$ cat src/rtl/reset_seq_ctrl.sv
// Multi-channel reset sequencer: a masked trigger edge pulses each active-low channel reset in index
// order, separated by a common gap. Define RST_SEQ_RETRIGGER_EN to let an event restart a running sequence.
module reset_seq_ctrl #(
    parameter int unsigned NUM_CH   = 2,
    parameter int unsigned NUM_TRIG = 2,
    parameter int unsigned CNT_W    = 8,
    parameter int unsigned EVT_W    = 8
) (
    input  logic                    clk,
    input  logic                    sys_res,
    input  logic [NUM_TRIG-1:0]     trig,
    input  logic [NUM_TRIG-1:0]     trig_mask,
    input  logic [NUM_CH*CNT_W-1:0] assert_len,
    input  logic [CNT_W-1:0]        gap_len,
    input  logic                    cause_clr,
    output logic [NUM_CH-1:0]       ch_res_n,
    output logic                    busy,
    output logic                    done,
    output logic [NUM_TRIG-1:0]     cause,
    output logic [EVT_W-1:0]        evt_cnt
);

    localparam int unsigned IDX_W = (NUM_CH > 1) ? $clog2(NUM_CH) : 1;

    typedef enum logic [1:0] {StIdle, StAssert, StGap} state_e;

    state_e                  state;
    logic [IDX_W-1:0]        idx;
    logic [CNT_W-1:0]        cnt;
    logic [NUM_CH*CNT_W-1:0] len_sh;
    logic [CNT_W-1:0]        gap_sh;
    logic [NUM_TRIG-1:0]     trig_q;

    logic [NUM_TRIG-1:0]     trig_edge;
    logic                    ev;
    logic                    start;
    logic                    last_ch;
    logic                    gap_zero;
    logic [CNT_W-1:0]        cur_len;
    logic [CNT_W-1:0]        cur_end;
    logic [CNT_W-1:0]        gap_end;
    logic [IDX_W-1:0]        nxt_idx;
    logic [NUM_CH-1:0]       nxt_low_n;

    assign trig_edge = trig & ~trig_q & trig_mask;
    assign ev        = |trig_edge;

`ifdef RST_SEQ_RETRIGGER_EN
    assign start = ev;
`else
    assign start = ev && (state == StIdle);
`endif

    assign nxt_idx  = idx + IDX_W'(1);
    assign last_ch  = (idx == IDX_W'(NUM_CH - 1));
    assign gap_zero = (gap_sh == '0);
    // A zero length behaves as one cycle, so the terminal count saturates at 0.
    assign cur_end  = (cur_len == '0) ? '0 : cur_len - CNT_W'(1);
    assign gap_end  = gap_sh - CNT_W'(1);

    always_comb begin
        cur_len   = '0;
        nxt_low_n = '1;
        for (int k = 0; k < NUM_CH; k++) begin
            if (idx == IDX_W'(k)) begin
                cur_len = len_sh[k*CNT_W +: CNT_W];
            end
            if (nxt_idx == IDX_W'(k)) begin
                nxt_low_n[k] = 1'b0;
            end
        end
    end

    always_ff @(posedge clk) begin
        if (sys_res) begin
            state    <= StIdle;
            idx      <= '0;
            cnt      <= '0;
            len_sh   <= '0;
            gap_sh   <= '0;
            trig_q   <= '1;
            ch_res_n <= '1;
            busy     <= 1'b0;
            done     <= 1'b0;
            cause    <= '0;
            evt_cnt  <= '0;
        end else begin
            trig_q <= trig;
            cause  <= (cause_clr ? '0 : cause) | trig_edge;
            done   <= 1'b0;
            if (start) begin
                // Restart also releases whichever channel was low, except ch0 which stays low.
                state       <= StAssert;
                idx         <= '0;
                cnt         <= '0;
                len_sh      <= assert_len;
                gap_sh      <= gap_len;
                busy        <= 1'b1;
                ch_res_n    <= '1;
                ch_res_n[0] <= 1'b0;
                if (evt_cnt != '1) begin
                    evt_cnt <= evt_cnt + EVT_W'(1);
                end
            end else begin
                case (state)
                    StAssert: begin
                        if (cnt == cur_end) begin
                            cnt <= '0;
                            if (!gap_zero) begin
                                state    <= StGap;
                                ch_res_n <= '1;
                            end else if (last_ch) begin
                                state    <= StIdle;
                                busy     <= 1'b0;
                                done     <= 1'b1;
                                ch_res_n <= '1;
                            end else begin
                                idx      <= nxt_idx;
                                ch_res_n <= nxt_low_n;
                            end
                        end else begin
                            cnt <= cnt + CNT_W'(1);
                        end
                    end
                    StGap: begin
                        if (cnt == gap_end) begin
                            cnt <= '0;
                            if (last_ch) begin
                                state <= StIdle;
                                busy  <= 1'b0;
                                done  <= 1'b1;
                            end else begin
                                state    <= StAssert;
                                idx      <= nxt_idx;
                                ch_res_n <= nxt_low_n;
                            end
                        end else begin
                            cnt <= cnt + CNT_W'(1);
                        end
                    end
                    default: begin
                        state <= StIdle;
                    end
                endcase
            end
        end
    end

endmodule

$ cat config.mk
export PLATFORM = sky130hd
export DESIGN_NAME = reset_seq_ctrl
export DESIGN_NICKNAME = d
export VERILOG_FILES = /design/src/rtl/reset_seq_ctrl.sv
export SDC_FILE = /design/constraint.sdc
export NUM_CORES = 1
export LEC_CHECK = 0
export CAP_MARGIN = 25
export CORE_ASPECT_RATIO = 1.4
export CORE_MARGIN = 4
export CORE_UTILIZATION = 54
export DETAILED_ROUTE_END_ITERATION = 12
export HOLD_SLACK_MARGIN = 0.03
export PLACE_DENSITY = 0.8
export SYNTH_ARGS = -nofsm -noshare
export SYNTH_HDL_FRONTEND = slang
export SYNTH_SLANG_ARGS = --single-unit
$ cat constraint.sdc
create_clock -name clk -period 3.54 [get_ports clk]
set_input_delay 0.531 -clock clk [delete_from_list [all_inputs] [get_ports clk]]
set_output_delay 0.531 -clock clk [all_outputs]
set_load 0.02 [all_outputs]
Word level (Yosys, flattened, before mapping)
Cells that the tools add are included. Widths: inputs -> output; s select.

Reductions and logical operators: 15. Muxes and demuxes: 38. $add $sub $neg: 5. Bitwise logic cells: 4. Equality and inequality tests: 15.

Operators by type and width (number): $mux 8 (4); $mux 2 (10); $mux 1 (18); $add 8x1->8 const B (2); $eq 8x8->1 (2); $logic_not 8->1 (2); $pmux 8 s2 (1); $reduce_and 4->1 (4); $sub 8x1->8 const B (2); $ne 3x3->1 const B (5); $ne 2x2->1 const B (4); $ne 8x8->1 const B (1); $pmux 2 s2 (2); $pmux 1 s2 (3); $reduce_and 3->1 (2); $and 2x2->2 (2); $ne 4x4->1 const B (1); $reduce_or 2->1 (2); $reduce_bool 3->1 (1); $eq 2x1->1 const B (1); $eq 2x2->1 const B (1); $logic_not 2->1 (1); $not 2->2 (1); $or 2x2->2 (1); 4 further kinds (4).

Register bits after elaboration: 51. Output and inout port bits: 14. Word-level logic and storage cells: 90. Input port bits: 31.

Logic depth before layout (Yosys ltp)
Gate-level depths: netlist of run 1.

Depth in word-level cells: 7. Gate-level depth with buffers: 12. Mapped depth without buffers: 10.

Worst setup path before layout of run 1
Ideal clock, no wire load.

Kind: reg2reg. From: register idx. To: register cnt[2]. Required time: 3418 ps. Clock period less this slack: 3030 ps. Buffers on the path: 2. Arrival time: 2907 ps. Stages on the path, launching flop included: 13. Library setup time: 122 ps. Slack: 510 ps. Cell sequence: dfxtp_1 buf_6 buf_6 mux2i_1 ha_1 nor4bb_1 o22ai_1 mux2i_1 xor2_1 a2111oi_4 a41oi_2 o21ai_2 nor2_1.

Longest elaborated chain between the ends: 6. Elaborated cells on any way between the ends: 7. Classes of those cells: add/sub (1); eq/ne (1); mux (4); reduce/logical (1).

Ends and longest elaborated chain: start: declaration (RTL line 28) `logic [IDX_W-1:0] idx;`; start signal: assignment (RTL line 118) `idx <= nxt_idx;`; start signal: assignment (RTL line 134) `idx <= nxt_idx;`; $mux 8 (*) (RTL line 65) `if (idx == IDX_W'(k)) begin`; $sub 8x1->8 or $logic_not 8->1 (tied branches) (RTL line 58) `assign cur_end = (cur_len == '0) ? '0 : cur_len - CNT_W'(1);`; $mux 8 (*) (RTL line 58); $eq 8x8->1 (*) (RTL line 107) `if (cnt == cur_end) begin`; $mux 8 (*) (RTL line 107); $pmux 8 s2 (*) (RTL line 105) `case (state)`; end signal: assignment (RTL line 122) `cnt <= cnt + CNT_W'(1);`; end signal: assignment (RTL line 138) `cnt <= cnt + CNT_W'(1);`; end: declaration (RTL line 29) `logic [CNT_W-1:0] cnt;`.

Mark *: on every way between the ends. The rest lies on a longest branch, timed or not. A chain may end at the register's enable or synchronous reset.

Worst setup path in the final report of run 1
From: register idx. To: register cnt[5].

Same word-level chain as after synthesis.

==> metrics.txt, run 1 <==
synthesized area=2810 um2; CP startpoint kind=flip-flop; number of port buffers=44; Yosys top cell area share=36.4%; All-Layer GR Usage=20.7%; total power=1.16 mW; pwr/cell area=345 nW/um2; die height=93.3 um; vias per cell=5.67; total of max-cap violations=0; Post-synth EDFFs=0; floorplan row count=30; final setup vio count=0; final net count=414; clock tree root driver cell=clkbuf_8; maximum fanout along the worst path=16; clk slew on worst S/H paths=0.08 ns; area leader, netlist=dfxtp_1; syn_area_per_cell=8.35 um2; Worst Tran Pin Value=0.732 ns; Synth Net Count=375; htree depth=2; cell mode on critical path=nor2_1; Synth area leaders=dfxtp_1 (36%), nand2_1 (8.2%), a21oi_1 (5.5%); Netlist cell types=60; Post-DRT Antenna Nets=0; grt ovf=0; Static Leak=1.22 nW; register area=1020 um2; Tcrit/Tclk final=89.9%; clock buffer depth=2; # diodes=0; DRT iter0 DRCs=97; Sink Count=51; area grow syn2layout=19.9%; commonest non-fill, non-tap cell in the layout=nand2_1; Chip Width=68.9 um; pin count of the biggest net entering global routing=32; CTS buffer count=5; min Tclk post-route=3.18 ns; CTS tree=done; Seq/Total Area, Yosys=36.4%; #FFs+latches synth=51; initial core utilization=56.6%; status=finished, final reports clean; Top FF cell, synth=dfxtp_1; setup TNS=0 ns; Post-route DRC=0; Clock Latency Late Sink=0.30 ns; CP Class=reg -> reg; CP Cell Sequence=buf_4, mux2i_1, ha_1, nor4bb_2, nor2_2, nor2_1, nand2_1, a2111oi_4, a41oi_2, o21ai_2, nor2_1; drt total wl=6.28 mm; initial antenna violation count=0; WP data required=3.72 ns; Slew Viols, Final=0; RSZ-0062 raised after global routing=no; async set-reset flop share out of synthesis=0%; final clock skew=0.00855 ns; Setup crit end kind=flip-flop; via count=2,483; Placed Area=3280 um2; die footprint=6430 um2; WL/cell=14.3 um; f_max=314 MHz; share of cells above drive strength 1=7.75%; Multi-input gate area=1670 um2; slowest stage delay, CP=0.48 ns; final hold violation count=0; DR pass1 iterations=4; cells after synthesis=336; Max rail drop VDD=259 uV; Arrival @ worst endpoint=3.37 ns; Slew HR=50.7%; number of global-route vias before repair=2,363; gpl congestion=0.880; most frequent cells in the layout=nand2_1 (61), dfxtp_1 (51), clkdlybuf4s50_1 (44); Worst path slowest cell=a2111oi_4; Yosys warnings=0; post-route cell area=3360 um2; Hold Crit Class=reg -> reg; core area=4950 um2; fillers=439; first-pass GRT wire length=10.4 mm; HPWL Detailed=4.78 mm; I/O pins=45
## through the flow
| step | setup slack [ns] | cells | util (%) | hold WS [ns] |
|---|---|---|---|---|
| detailed placement | 0.262 | 432 | 66.2 | 0.448 |
| finish | 0.358 | 438 | 67.9 | 0.460 |
| global route | 0.122 | 438 | 67.9 | 0.478 |
| floorplan | 0.510 | 336 | - | 0.433 |
| global placement | 0.458 | 432 | 66.2 | 0.444 |
| CTS | 0.246 | 438 | 67.8 | 0.461 |
## cell families after synthesis
family / after synthesis / synth area share (%)
multiplexers: 12 / 4.42
XOR/XNOR: 29 / 9.59
AND/OR/NAND/NOR: 143 / 25.2
adder cells (fa/ha/maj): 8 / 3.57
flip-flops: 51 / 36.4
AO/OA/AOI/OAI: 66 / 16.7
buffers and inverters: 27 / 4.15
## report_power, final
| group | total, mW | switching (mW) | internal (mW) |
|---|---|---|---|
| combinational | 0.241 | 0.123 | 0.118 |
| clock | 0.312 | 0.181 | 0.132 |
| sequential | 0.605 | 0.0160 | 0.589 |
## repair_timing
item                                    in CTS  in global routing
buffers inserted                             0                  0
endpoints found under the setup margin       0                  3
gates resized for setup                      0                  1
hold buffers                                 0                  0
## path summary, 6_finish.rpt
check                         start                     end  slack (ns)  cells past startpoint
max                idx$_SDFFE_PP0P_     cnt[5]$_SDFFE_PP0P_        0.36                     11
min          len_sh[7]$_SDFFE_PP0P_  len_sh[7]$_SDFFE_PP0P_        0.46                      2
max reg2reg        idx$_SDFFE_PP0P_     cnt[5]$_SDFFE_PP0P_        0.36                     11
min reg2reg  len_sh[7]$_SDFFE_PP0P_  len_sh[7]$_SDFFE_PP0P_        0.46                      2
## worst max-delay path, delay by kind of cell (launching register included)
kind	cells	cell delay (ns)
compound gates	3	1.01
simple gates	5	1.02
buf+inv	1	0.22
flops	1	0.35
mux	1	0.23
fa+ha+maj	1	0.23
## metal layers
metal	track usage, %	part of all wire (%)	wire length [um]
met1	23.9	43	2710
met5	0	0	0
met4	5.69	1.1	68
met2	37.7	53	3310
met3	3.73	3.2	203
## area by class of cell
type	count	area share, %
flip-flops and latches	51	30.4
inverters	11	1.23
well taps	64	2.38
clock buffers	5	2.05
clock inverters	1	0.223
repair buffers	48	14.0
multi-input cells	258	49.8
## synthesized netlist by cell type (all sizes together), types with 7 or more instances
master and n:
a21oi 31, clkbuf 14, dfxtp 51, ha 8
inv 11, mux2i 9, nand2 61, nand3 7
nand4 7, nor2 29, nor3 7, o21ai 7
xnor2 13, xor2 15
## sequential cells by signal, summed over array words and instances (netlist names)
signal,count
busy,1
cause,2
ch_res_n,2
cnt,8
done,1
evt_cnt,8
gap_sh,8
idx,1
len_sh,16
state,2
trig_q,2
Note: power is estimated with default switching activity, not from simulation.
==> run 2, diff against run 1 <==
- CAP_MARGIN: 25 -> not set
- CORE_UTILIZATION: 54 -> 57
- PLACE_DENSITY: 0.8 -> 0.84
- clock period: 3.54 -> 3.7 ns (I/O delays scaled with it)
==> metrics.txt, run 2 (synthesized netlist as in run 1, its figures left out) <==
status=finished, final reports clean; CTS buffer count=5; gpl congestion=0.901; Internal Dissipation=0.830 mW; Hold Crit Class=reg -> reg; DRT iter0 DRCs=76; total power=1.14 mW; cell mode on critical path=mux2i_1; htree depth=2; pwr/cell area=339 nW/um2; r2r endpoint=state[1]$_SDFFE_PP0P_; Clock Latency Late Sink=0.30 ns; share of cells above drive strength 1=7.71%; I/O pins=45; Chip Width=67.3 um; clock buffer depth=2; # diodes=0; total of max-cap violations=0; Slew HR=54.1%; CP bufs+invs=1; final clock skew=0.00617 ns; part of the power in combinational logic=20.1%; worst setup margin=0.348 ns; WL/cell=14.9 um; commonest non-fill, non-tap cell in the layout=nand2_1; area grow syn2layout=20.2%; CTS resizes=0; placed cells=430; clk slew on worst S/H paths=0.09 ns; drt total wl=6.51 mm; final core utilization=72.6%; number of port buffers=44; sw frac=27.4%; Arrival @ worst endpoint=3.58 ns; CTS tree=done; first-pass GRT wire length=11.2 mm; Layout Cells excl Fill=438; floorplan row count=29; initial antenna violation count=0; slowest stage delay, CP=0.54 ns; Slew Viols, Final=0; FF-to-FF Start=idx$_SDFFE_PP0P_; CP Class=reg -> reg; HPWL Detailed=4.81 mm; hold-fix buffers at CTS=0; HP Start=len_sh[15]$_SDFFE_PP0P_; Max rail drop VDD=296 uV; Static Leak=1.23 nW; Setup crit end kind=flip-flop; RSZ-0062 raised after global routing=no; All-Layer GR Usage=22.7%; setup TNS=0 ns; DR pass1 iterations=4; vias per cell=5.69; die footprint=6120 um2; maximum fanout along the worst path=13; fillers=393; Worst R2R Setup Slack=0.35 ns; number of flip-flops in the largest register=16; core area=4640 um2; via count=2,493; Worst Tran Pin Value=0.682 ns; final setup vio count=0; WP data required=3.93 ns; die height=91.0 um; pin count of the biggest net entering global routing=37; f_max=298 MHz; worst r2r path cells=11; number of global-route vias before repair=2,537; Placed Area=3280 um2; Top reg by flops=len_sh; grt ovf=0; worst slack at placement=0.404 ns; Clk network pwr share=29.1%; hold_ws=0.473 ns; critical path's top delay family=compound AO/OA/AOI/OAI gates; WHS Endpoint=len_sh[15]$_SDFFE_PP0P_; Worst path slowest cell=nor4bb_1; Post-DRT Antenna Nets=0; Sink Count=51; final hold violation count=0; Tcrit/Tclk final=90.6%; worst hold path depth=2; Sequential Power Share=50.7%; clock tree root driver cell=clkbuf_8; CP startpoint kind=flip-flop; final net count=414; most frequent cells in the layout=nand2_1 (61), dfxtp_1 (51), clkdlybuf4s50_1 (44); postcts setup bufs=0; post-route cell area=3370 um2; Post-route DRC=0; initial core utilization=60.4%; CP Cell Sequence=buf_4, mux2i_1, ha_1, nor4bb_1, o22ai_1, mux2i_1, xor2_1, a2111oi_4, a31oi_2, nor2_2, mux2i_1; min Tclk post-route=3.35 ns; Sw Pwr=0.313 mW
-- run 2: changes by cell type in the layout (fill, tap and decap cells not counted), sizes merged --
cell / previous run / this run
clkbuf: 5 / 7
clkinv: 0 / 1
clkinvlp: 1 / 0
-- run 2: tightest hold or removal path, stage by stage, from the launching register on --
cell	delay, ns
dfxtp_1	0.32
nand2_1	0.06
a21oi_1	0.05
-- run 2: area by class of cell --
cell class | instances | area (um2) | share of cell area, %
Timing Repair Buffer | 48 | 470 | 13.9
Multi-Input combinational cell | 258 | 1670 | 49.4
Clock buffer | 7 | 86.3 | 2.56
Clock inverter | 1 | 8.76 | 0.260
Sequential cell | 51 | 1020 | 30.3
Tap cell | 62 | 77.6 | 2.30
Inverter | 11 | 41.3 | 1.22
-- run 2: worst max path at each step --
stage	from	end	cells after the start
after floorplan	idx$_SDFFE_PP0P_	cnt[2]$_SDFFE_PP0P_	12
after global placement	idx$_SDFFE_PP0P_	cnt[4]$_SDFFE_PP0P_	11
after detailed placement	idx$_SDFFE_PP0P_	cnt[6]$_SDFFE_PP0P_	11
final	idx$_SDFFE_PP0P_	state[1]$_SDFFE_PP0P_	11
after global routing	idx$_SDFFE_PP0P_	cnt[7]$_SDFFE_PP0P_	11
after CTS	idx$_SDFFE_PP0P_	state[1]$_SDFFE_PP0P_	11
-- run 2: per-layer routing --
| layer | vias to the layer above | wire length (um) | global-route usage [%] |
|---|---|---|---|
| li1 | 1249 | - | - |
| met1 | 1163 | 2610 | 26.3 |
| met4 | 0 | 133 | 7.45 |
| met5 | - | 0 | 0 |
| met2 | 67 | 3510 | 41.0 |
| met3 | 14 | 258 | 3.83 |
-- run 2: power by group through the flow --
| stage | sequential (mW) | clock, mW | combinational (mW) |
|---|---|---|---|
| final | 0.580 | 0.333 | 0.230 |
| after global routing | 0.582 | 0.362 | 0.254 |
| after CTS | 0.579 | 0.339 | 0.229 |
| after detailed placement | 0.592 | 0 | 0.227 |
| after global placement | 0.592 | 0 | 0.222 |
| after floorplan | 0.590 | 0 | 0.160 |
==> run 3, diff against run 2 <==
- SLEW_MARGIN: not set -> 30
==> results of run 3 <==
Same layout as run 2: the final DEF is identical, and so are final timing and power.
